### config.mk
export PLATFORM = sky130hd
export DESIGN_NAME = branch_cmp_stage
export DESIGN_NICKNAME = d
export VERILOG_FILES = /design/src/rtl/branch_cmp_stage.sv
export SDC_FILE = /design/constraint.sdc
export NUM_CORES = 1
export LEC_CHECK = 0
export CORE_MARGIN = 4
export CORE_UTILIZATION = 33
export DETAILED_ROUTE_END_ITERATION = 7
export GPL_TIMING_DRIVEN = 0
export PLACE_DENSITY = 0.81
export REMOVE_ABC_BUFFERS = 1
export SYNTH_ARGS = -nofsm -noshare
export SYNTH_HDL_FRONTEND = slang
export SYNTH_SLANG_ARGS = --single-unit
### constraint.sdc
create_clock -name clk -period 2.1 [get_ports clk]
set_input_delay 0.63 -clock clk [delete_from_list [all_inputs] [get_ports clk]]
set_output_delay 0.63 -clock clk [all_outputs]
set_load 0.01 [all_outputs]
### src/rtl/branch_cmp_stage.sv
// Registered RV32I branch-compare stage with a 2-entry skid buffer.
// Optional subtractor self-check is enabled by defining BRANCH_CMP_SUBCHECK_EN.
//
// state | meaning
// EMPTY | nothing held, out_valid=0
// ONE   | main register holds the presented beat
// TWO   | main presented, skid holds the next beat, in_ready=0
module branch_cmp_stage #(
  parameter int TAG_W = 8
) (
  input  logic             clk,
  input  logic             rst,
  input  logic             in_valid,
  output logic             in_ready,
  input  logic [31:0]      in_a,
  input  logic [31:0]      in_b,
  input  logic [31:0]      in_diff,
  input  logic [2:0]       in_funct3,
  input  logic [TAG_W-1:0] in_tag,
  input  logic             flush,
  output logic             out_valid,
  input  logic             out_ready,
  output logic             out_taken,
  output logic             out_illegal,
  output logic             out_zero,
  output logic             out_lt,
  output logic             out_ltu,
  output logic [TAG_W-1:0] out_tag,
  output logic             sub_err
);

  typedef enum logic [1:0] {EMPTY, ONE, TWO} state_t;

  localparam int BEAT_W = TAG_W + 5;

  state_t              state;
  logic [BEAT_W-1:0]   main_q;
  logic [BEAT_W-1:0]   skid_q;
  logic [BEAT_W-1:0]   new_beat;
  logic                acc;
  logic                pop;
  logic                zero_c;
  logic                lt_c;
  logic                ltu_c;
  logic                taken_c;
  logic                illegal_c;

  assign acc = in_valid & in_ready;
  assign pop = out_valid & out_ready;

  // Sign-split compare avoids a 33-bit subtract: differing signs decide directly.
  always_comb begin
    zero_c    = (in_diff == 32'd0);
    lt_c      = (in_a[31] != in_b[31]) ? in_a[31] : in_diff[31];
    ltu_c     = (in_a[31] != in_b[31]) ? in_b[31] : in_diff[31];
    taken_c   = 1'b0;
    illegal_c = 1'b0;
    case (in_funct3)
      3'b000:  taken_c = zero_c;
      3'b001:  taken_c = !zero_c;
      3'b100:  taken_c = lt_c;
      3'b101:  taken_c = !lt_c;
      3'b110:  taken_c = ltu_c;
      3'b111:  taken_c = !ltu_c;
      default: illegal_c = 1'b1;
    endcase
  end

  assign new_beat = {taken_c, illegal_c, zero_c, lt_c, ltu_c, in_tag};

  always_ff @(posedge clk or posedge rst) begin
    if (rst) begin
      state     <= EMPTY;
      in_ready  <= 1'b1;
      out_valid <= 1'b0;
      main_q    <= '0;
      skid_q    <= '0;
    end else if (flush) begin
      state     <= EMPTY;
      in_ready  <= 1'b1;
      out_valid <= 1'b0;
    end else begin
      case (state)
        EMPTY: begin
          if (acc) begin
            main_q    <= new_beat;
            state     <= ONE;
            out_valid <= 1'b1;
            in_ready  <= 1'b1;
          end
        end
        ONE: begin
          if (acc && !pop) begin
            skid_q   <= new_beat;
            state    <= TWO;
            in_ready <= 1'b0;
          end else if (acc && pop) begin
            main_q <= new_beat;
          end else if (pop) begin
            state     <= EMPTY;
            out_valid <= 1'b0;
          end
        end
        TWO: begin
          if (pop) begin
            main_q   <= skid_q;
            state    <= ONE;
            in_ready <= 1'b1;
          end
        end
        default: begin
          state     <= EMPTY;
          in_ready  <= 1'b1;
          out_valid <= 1'b0;
        end
      endcase
    end
  end

  assign out_taken   = main_q[TAG_W+4];
  assign out_illegal = main_q[TAG_W+3];
  assign out_zero    = main_q[TAG_W+2];
  assign out_lt      = main_q[TAG_W+1];
  assign out_ltu     = main_q[TAG_W];
  assign out_tag     = main_q[TAG_W-1:0];

`ifdef BRANCH_CMP_SUBCHECK_EN
  logic [31:0] diff_ref;
  assign diff_ref = in_a + ~in_b + 32'd1;

  // Sticky until reset; flush deliberately leaves it alone.
  always_ff @(posedge clk or posedge rst) begin
    if (rst)
      sub_err <= 1'b0;
    else if (acc && (in_diff != diff_ref))
      sub_err <= 1'b1;
  end
`else
  assign sub_err = 1'b0;
`endif

endmodule

==> impl_results.md, run 1 <==
* Post-route ant nets at 0
* Cell family with most CP delay: buffers and inverters
* Drt total wl at 3970 um
* CTS Buf Count at 5
* Max-slew headroom at 25.7%
* Area Growth Syn to Fin at 51.5%
* Sequential share of the synthesized area at 47.4%
* Die area at 0.00598 sq mm
* Max Fclk at 0.496 GHz
* Req. time, crit path at 2220 ps
* Worst-Skew Late Latency at 270 ps
* Ports at 128
* Setup Skew at 2.65 ps
* CP Launch Type: primary input
* Area of the core at 0.00450 sq mm
* Top FF cell, synth: dfrtp_1
* First-pass GRT wire length at 6780 um
* Fillers at 420
* Max H-tree Level at 2
* Setup TNS at 0 ps
* DRT Pass-1 Iters at 4
* Slew Viols, Final at 0
* XOR/XNOR Fraction of Synth Area at 0%
* Post-Synth Simple-Gate Area at 23.1%
* Hpwl dp at 2820 um
* Total Power at 2.19 mW
* GR Overflow Total at 0
* Die width at 77.3 um
* CP Data Arrival Time at 2130 ps
* Fin area at 0.00240 sq mm
* Worst path max stage delay at 580 ps
* Die height at 77.3 um
* Cell Area, Synth at 0.00159 sq mm
* Clk pin slew, worst setup/hold paths at 60 ps
* Largest net degree at the start of global routing at 31
* DRC errors left at 0
* Non-Filler Instances at 276
* Complex-gate fraction of the synthesized area at 16.2%
* Routed vias/inst at 5.04
* HP Class: reg -> reg
* Top cells by area, synth: dfrtp_1 46%, mux2_2 7.1%, nand2_1 6.4%, nor2_1 4.0%, a31oi_2 3.9%
* RSZ-0062 raised after global routing: no
* CP Cell Sequence: clkdlybuf4s50_1 -> a21boi_4 -> o32a_4 -> nor2_8 -> mux2i_1 -> a41oi_2
* VDD IR max at 0.304 mV
* Largest family of logic cells by synthesized area: simple AND/OR/NAND/NOR gates
* TritonCTS clock tree: done
* CTS Hold Bufs at 0
* Routability cong. at 0.830
* Critical path fanouts, max at 4
* Longest Clk Path Bufs at 2
* Ys async rst share at 100%
* Actual slew at the worst max-slew pin at 1110 ps
* Cell taking the most area after synthesis: dfrtp_1
* Synth top area share at 45.8%
* Slowest CP cell: clkdlybuf4s50_1
* Status: finished, final reports clean
* Multiplexer share of the synthesized area at 9.00%
* Number of flops mapped to enable cells by yosys at 0
* Syn avg cell area at 10.2 sq um
* DP Worst Slack at -391 ps
* Row count at 24
* Netlist cell types at 33
* Overall Global Routing Usage at 14.2%
* R2r setup slk at 270 ps
* Max Cap Viol at 0
* Final Hold Violating Endpoints at 0
* CP Class: in -> reg
* N_diodes at 0
* YS warnings at 0
* Power per cell area at 911 mW/mm^2
* Layout net count at 336
* Initial Util at 35.2%
* Commonest cells after routing, fill and taps aside: 63 x clkdlybuf4s50_1, 29 x dfrtp_1, 27 x nand2_1
* Initial antenna violation count at 0
* Placed cell area at 0.00223 sq mm
* Port-buffer cells at 64
* Fin crit share at 95.9%
* Mapped Cells at 156
* Adder-Cell Fraction of Synth Area at 0%
* Setup-failing EPs final at 0
* Leakage power at 0.973 nW
* Detailed router's first-iteration violation count at 60
* CTS root buffer: clkbuf_8
* #FFs+latches synth at 30
* Vias at 1391
* Commonest non-fill, non-tap cell in the layout: clkdlybuf4s50_1
* Fraction of layout cells with a size suffix above 1 at 16.1%
* Post-DR wirelength/cell at 14.4 um
* Buf/Inv on CP at 1
* Worst setup margin at 85.6 ps
* Crit. End Element: flop
* Fin crit period at 2010 ps
* DP Cell Count at 265
* CTS sink cnt at 30
* Vias in the first global route at 1429
per-stage QoR:
step	utilization, %	hold WS [ps]
after global placement	49.6	463
after CTS	52.2	485
after floorplan	-	450
after detailed placement	49.6	471
after global routing	53.3	524
final	53.3	483
area by class of cell:
type / instances / area, sq um / share of cell area, %
Tap cell: 52 / 65.1 / 2.71
Sequential cell: 30 / 752 / 31.3
Clock buffer: 7 / 76.3 / 3.18
Inverter: 2 / 7.51 / 0.313
Timing Repair Buffer: 67 / 691 / 28.8
Multi-Input combinational cell: 118 / 811 / 33.8
logic make-up after synthesis:
| logic type | after synthesis |
|---|---|
| buf+inv | 9 |
| other cells | 1 |
| mux | 13 |
| compound gates | 31 |
| flops | 30 |
| simple gates | 72 |
sequential cells by signal, indices dropped and copies added, names as in the netlist:
register and cells:
skid_q 13, main_q 13, out_valid 1, in_ready 1, state 2
layer usage:
layer	GRT usage [%]	wire length, um	vias up
met5	0	0	-
met4	2.67	21	0
met3	6.91	356	4
met2	22.5	1860	46
met1	17.7	1730	657
li1	-	-	684
worst reg2reg max path: stages (launching register included):
cell      delay [ps]
dfrtp_1          450
nand2b_1         430
o32a_4           360
nor2_8           150
mux2i_1          240
a41oi_2           50
worst paths after layout:
kind | startpoint | end | cells past startpoint
max | out_ready | main_q[12]$_DFFE_PP0P_ | 6
min | skid_q[11]$_DFFE_PP0P_ | skid_q[11]$_DFFE_PP0P_ | 2
max reg2reg | state[0]$_DFFE_PP0P_ | main_q[12]$_DFFE_PP0P_ | 5
min reg2reg | skid_q[11]$_DFFE_PP0P_ | skid_q[11]$_DFFE_PP0P_ | 2
max in group asynchronous | rst | state[1]$_DFFE_PP0P_ | 2
min in group asynchronous | rst | skid_q[9]$_DFFE_PP0P_ | 2
where the power goes:
part           leakage, nW  switching [mW]  internal, mW
clock               0.0383           0.193         0.227
combinational        0.580           0.332         0.496
sequential           0.355           0.131         0.809
total                0.973           0.655          1.53
timing repair:
action,4_1_cts,5_1_grt
setup buffers,1,2
pin swaps,1,2
cloned,1,0
endpoints found under the setup margin,2,14
hold endpoints to repair,0,0
resized for setup,2,5
synth_stat cells, types with 2 or more instances:
cell,n
inv_1,2
nor2_1,17
buf_4,3
mux2i_1,3
nor2b_1,2
nand2b_1,7
a21boi_1,2
dfrtp_1,29
nand2_1,27
a31oi_1,6
nor4_1,8
o21ai_0,3
mux2_2,10
clkbuf_1,2
o21bai_1,2
nand4_1,2
nor3_1,3
a21oi_1,9
a31oi_2,5
Power figures use the tool's default switching activity.
==> run 2: changes to the inputs <==
SKIP_LAST_GASP = 1   (was not set)
==> run 2 against run 1 <==
Total power about the same. Wire length hardly changed. Design area fell by 0.10%. Utilization is 0.055 points lower. Combinational power about the same. Die area unchanged. Clock-buffer cell count is the same. Maximum frequency stayed put. Non-clock buffer count unchanged. Register-to-register slack about the same. Largest power group unchanged. Sequential power barely moved. Flip-flop and latch count unchanged.
==> impl_results.md, run 2 (same netlist as run 1, synthesis figures left out) <==
* CP Data Arrival Time at 2130 ps
* Commonest cells after routing, fill and taps aside: 64 x clkdlybuf4s50_1, 29 x dfrtp_1, 27 x nand2_1
* Commonest non-fill, non-tap cell in the layout: clkdlybuf4s50_1
* Post-DR wirelength/cell at 14.4 um
* TritonCTS clock tree: done
* Final Hold Violating Endpoints at 0
* Fraction of layout cells with a size suffix above 1 at 16.1%
* Layout net count at 336
* Routability cong. at 0.830
* Placed cell area at 0.00223 sq mm
* Worst setup margin at 85.6 ps
* Switch Pwr at 655 uW
* Max-slew headroom at 25.7%
* DRC errors left at 0
* Switching Fraction at 30.0%
* HP Class: reg -> reg
* Die area at 0.00598 sq mm
* Worst setup startpoint: out_ready
* Req. time, crit path at 2220 ps
* Internal power at 1.53 mW
* Fin crit share at 95.9%
* Power per cell area at 912 mW/mm^2
* Routed vias/inst at 5.04
* Total Power at 2.19 mW
* Fin area at 0.00240 sq mm
* DRT Pass-1 Iters at 4
* Fillers at 419
* Detailed router's first-iteration violation count at 60
* Setup TNS at 0 ps
* Crit. End Element: flop
* Leakage power at 0.963 nW
* Max Cap Viol at 0
* Leading registers by flop count: main_q x13, skid_q x13, state x2
* Sequential Power Share at 42.9%
* Status: finished, final reports clean
* Post-layout util at 53.3%
* Setup Skew at 2.65 ps
* CP Launch Type: primary input
* RR Startpoint: state[0]$_DFFE_PP0P_
* Critical path fanouts, max at 4
* Min-delay src: skid_q[11]$_DFFE_PP0P_
* Die height at 77.3 um
* Ports at 128
* Overall Global Routing Usage at 14.2%
* Initial Util at 35.2%
* Initial antenna violation count at 0
* Fin crit period at 2010 ps
* Drt total wl at 3970 um
* GR Overflow Total at 0
* Setup-failing EPs final at 0
* Hpwl dp at 2820 um
* Worst-Skew Late Latency at 270 ps
* Comb power frac at 37.9%
* Clk pin slew, worst setup/hold paths at 60 ps
* DP Cell Count at 265
* Slew Viols, Final at 0
* Area Growth Syn to Fin at 51.4%
* Clock power frac at 19.2%
* CTS sink cnt at 30
* Vias in the first global route at 1429
* CTS Hold Bufs at 0
* Longest Clk Path Bufs at 2
* DP Worst Slack at -391 ps
* Max H-tree Level at 2
* Worst hold slack at 483 ps
* Die width at 77.3 um
* CP Class: in -> reg
* Area of the core at 0.00450 sq mm
* Row count at 24
* VDD IR max at 0.304 mV
* Max Fclk at 0.496 GHz
* Post-route ant nets at 0
* Port-buffer cells at 64
* N_diodes at 0
* CTS Buf Count at 5
* Non-Filler Instances at 276
* Actual slew at the worst max-slew pin at 1110 ps
* Vias at 1391
* CTS root buffer: clkbuf_8
* Largest net degree at the start of global routing at 31
* First-pass GRT wire length at 6780 um
* RSZ-0062 raised after global routing: yes
run 2: changes by cell type in the layout (fill, tap and decap cells not counted):
| cell | delta |
|---|---|
| clkdlybuf4s50_1 | +1 |
| dlymetal6s2s_1 | -1 |
run 2: timing repair:
item	4_1_cts	5_1_grt
gates resized for setup	2	4
setup endpoints to repair	2	14
pin swaps	1	2
cloned	1	0
buffers inserted	1	2
run 2: layer usage:
layer | GRT usage (%) | wire length, um | vias up | part of all wire [%]
li1 | - | - | 684 | -
met1 | 17.7 | 1730 | 657 | 44
met2 | 22.5 | 1860 | 46 | 47
met3 | 6.91 | 356 | 4 | 9.0
met4 | 2.67 | 21 | 0 | 0.53
met5 | 0 | 0 | - | 0
run 2: layout make-up:
class                           count  area, sq um  area share, %
Clock buffer                        7         76.3           3.18
Inverter                            2         7.51          0.313
Multi-Input combinational cell    118          811           33.8
Sequential cell                    30          752           31.3
Tap cell                           52         65.1           2.71
Timing Repair Buffer               67          688           28.7
run 2: path summary, 6_finish.rpt:
kind,to,slack [ps],cells after the start
worst min register to register,skid_q[11]$_DFFE_PP0P_,480,2
max in group asynchronous,state[1]$_DFFE_PP0P_,480,2
worst max-delay path,main_q[12]$_DFFE_PP0P_,90,6
worst min-delay path,skid_q[11]$_DFFE_PP0P_,480,2
worst max register to register,main_q[12]$_DFFE_PP0P_,270,5
min in group asynchronous,skid_q[9]$_DFFE_PP0P_,950,2
run 2: power by group through the flow:
stage	sequential (mW)	combinational (mW)	clock, mW
floorplan	0.977	0.358	0
detailed placement	0.946	0.792	0
global route	0.974	0.905	0.468
finish	0.939	0.829	0.420
global placement	0.939	0.773	0
CTS	0.938	0.821	0.433
run 2: critical path, cell delays in order:
cell             delay [ps]
clkdlybuf4s50_1         580
a21boi_4                110
o32a_4                  370
nor2_8                  150
mux2i_1                 240
a41oi_2                  50
==> run 3: changes to the inputs <==
CAP_MARGIN = 20   (was not set)
==> run 3 against run 2 <==
Clock skew rose by 3.1 ps. Sequential share of layout area fell by 0.84 points. Clock power rose by 36%. First-iteration DRC count down 1.7%. Via count grew 1.1%. Total power increased by 7.4%. Non-clock buffer count rose by 3. Largest power group unchanged. Highest routed layer unchanged.
==> impl_results.md, run 3 (same netlist as run 1, synthesis figures left out) <==
* Largest net degree at the start of global routing at 18
* Fin crit period at 2000 ps
* Die height at 77.3 um
* Initial antenna violation count at 0
* CTS Hold Bufs at 0
* N_diodes at 0
* Leakage power at 1.01 nW
* Initial Util at 35.2%
* Status: finished, final reports clean
* Max H-tree Level at 2
* Clk pin slew, worst setup/hold paths at 60 ps
* Fraction of layout cells with a size suffix above 1 at 17.5%
* CTS sink cnt at 30
* Top Metal Used: met4
* First-pass GRT wire length at 6830 um
* Max Cap Viol at 0
* CP Data Arrival Time at 2130 ps
* Worst-Skew Late Latency at 280 ps
* Commonest cells after routing, fill and taps aside: 64 x clkdlybuf4s50_1, 29 x dfrtp_1, 27 x nand2_1
* Commonest non-fill, non-tap cell in the layout: clkdlybuf4s50_1
* Fin crit share at 95.2%
* DRT Pass-1 Iters at 4
* Metal3 WL at 332 um
* Post-layout util at 54.8%
* Post-DR wirelength/cell at 14.4 um
* Port-buffer cells at 64
* DRC errors left at 0
* Worst setup margin at 99.8 ps
* Setup-failing EPs final at 0
* Detailed router's first-iteration violation count at 59
* Slew Viols, Final at 0
* Max Fclk at 0.500 GHz
* Setup TNS at 0 ps
* Vias at 1406
* Setup Skew at 5.79 ps
* Met2 WL at 1900 um
* TritonCTS clock tree: done
* Max-slew headroom at 52.5%
* R2r endpoint: main_q[12]$_DFFE_PP0P_
* Area Growth Syn to Fin at 55.6%
* Min-delay src: skid_q[11]$_DFFE_PP0P_
* Worst hold slack at 487 ps
* R2r setup slk at 280 ps
* Die width at 77.3 um
* Die area at 0.00598 sq mm
* Crit. End Element: flop
* Longest Clk Path Bufs at 2
* Final Hold Violating Endpoints at 0
* Routability cong. at 0.830
* GR Overflow Total at 0
* Actual slew at the worst max-slew pin at 711 ps
* Area of the core at 0.00450 sq mm
* Row count at 24
* Req. time, crit path at 2230 ps
* CP Launch Type: primary input
* Critical path fanouts, max at 5
* HP Class: reg -> reg
* DRT met1 WL at 1750 um
* Drt total wl at 4040 um
* Leading registers by flop count: main_q x13, skid_q x13, state x2
* Ports at 128
* CTS root buffer: clkbuf_8
* Power per cell area at 953 mW/mm^2
* Total Power at 2.35 mW
* Vias in the first global route at 1482
* Hold depth at 2
* DP Worst Slack at -387 ps
* Routed vias/inst at 5.02
* CP Class: in -> reg
* Reg2reg path depth at 5
* Hold-critical path endpoint: skid_q[11]$_DFFE_PP0P_
* RR Startpoint: state[0]$_DFFE_PP0P_
* Post-route ant nets at 0
* VDD IR max at 0.333 mV
* Overall Global Routing Usage at 14.5%
* Layout net count at 339
* Hpwl dp at 2950 um
* RSZ-0062 raised after global routing: no
* CTS Buf Count at 5
==> run 3: worst max-delay path, stage by stage <==
cell and delay, ps:
clkdlybuf4s50_1 470, nand2_1 140, o32a_4 440, nor2_8 160, mux2i_1 240, a41oi_2 50
==> run 3: report_power, final <==
group	total [mW]	switching (mW)	internal (mW)
clock network	0.573	0.225	0.349
registers	0.940	0.132	0.808
logic	0.836	0.333	0.503
==> run 3: per-layer routing <==
layer	up-vias	global-route usage, %
met5	-	0
met4	0	5.87
met3	7	5.27
met2	57	23.9
met1	649	17.2
li1	693	-
==> run 3: worst max-delay path by stage <==
| stage | start | endpoint | slack [ps] | depth (start not counted) |
|---|---|---|---|---|
| 2_1_floorplan | in_valid | main_q[12]$_DFFE_PP0P_ | 270 | 5 |
| 3_3_place_gp | in_diff[31] | main_q[12]$_DFFE_PP0P_ | -370 | 6 |
| 3_5_place_dp | out_ready | main_q[12]$_DFFE_PP0P_ | -390 | 6 |
| 4_1_cts | in_diff[31] | main_q[12]$_DFFE_PP0P_ | 20 | 6 |
| 5_1_grt | in_diff[31] | main_q[12]$_DFFE_PP0P_ | 40 | 6 |
| 6_report | in_valid | main_q[12]$_DFFE_PP0P_ | 100 | 6 |
==> run 3: repair_timing <==
action,in CTS,in global routing
setup endpoints to repair,2,10
gates cloned,1,0
pin swaps,1,2
resized for setup,2,2
buffers inserted,2,2
==> run 3: area by class of cell <==
cell class              instances  area (sq um)
inverters                       2          7.51
multi-input cells             118           802
fillers                       408          2040
clock inverters                 3          40.0
flip-flops and latches         30           752
clock buffers                   5          68.8
repair buffers                 70           731
well taps                      52          65.1
==> run 3: metrics by stage <==
step / area [sq um] / cells
finish: 2470 / 280
global route: 2470 / 280
CTS: 2420 / 277
detailed placement: 2260 / 266
global placement: 2230 / 265
floorplan: 1530 / 149
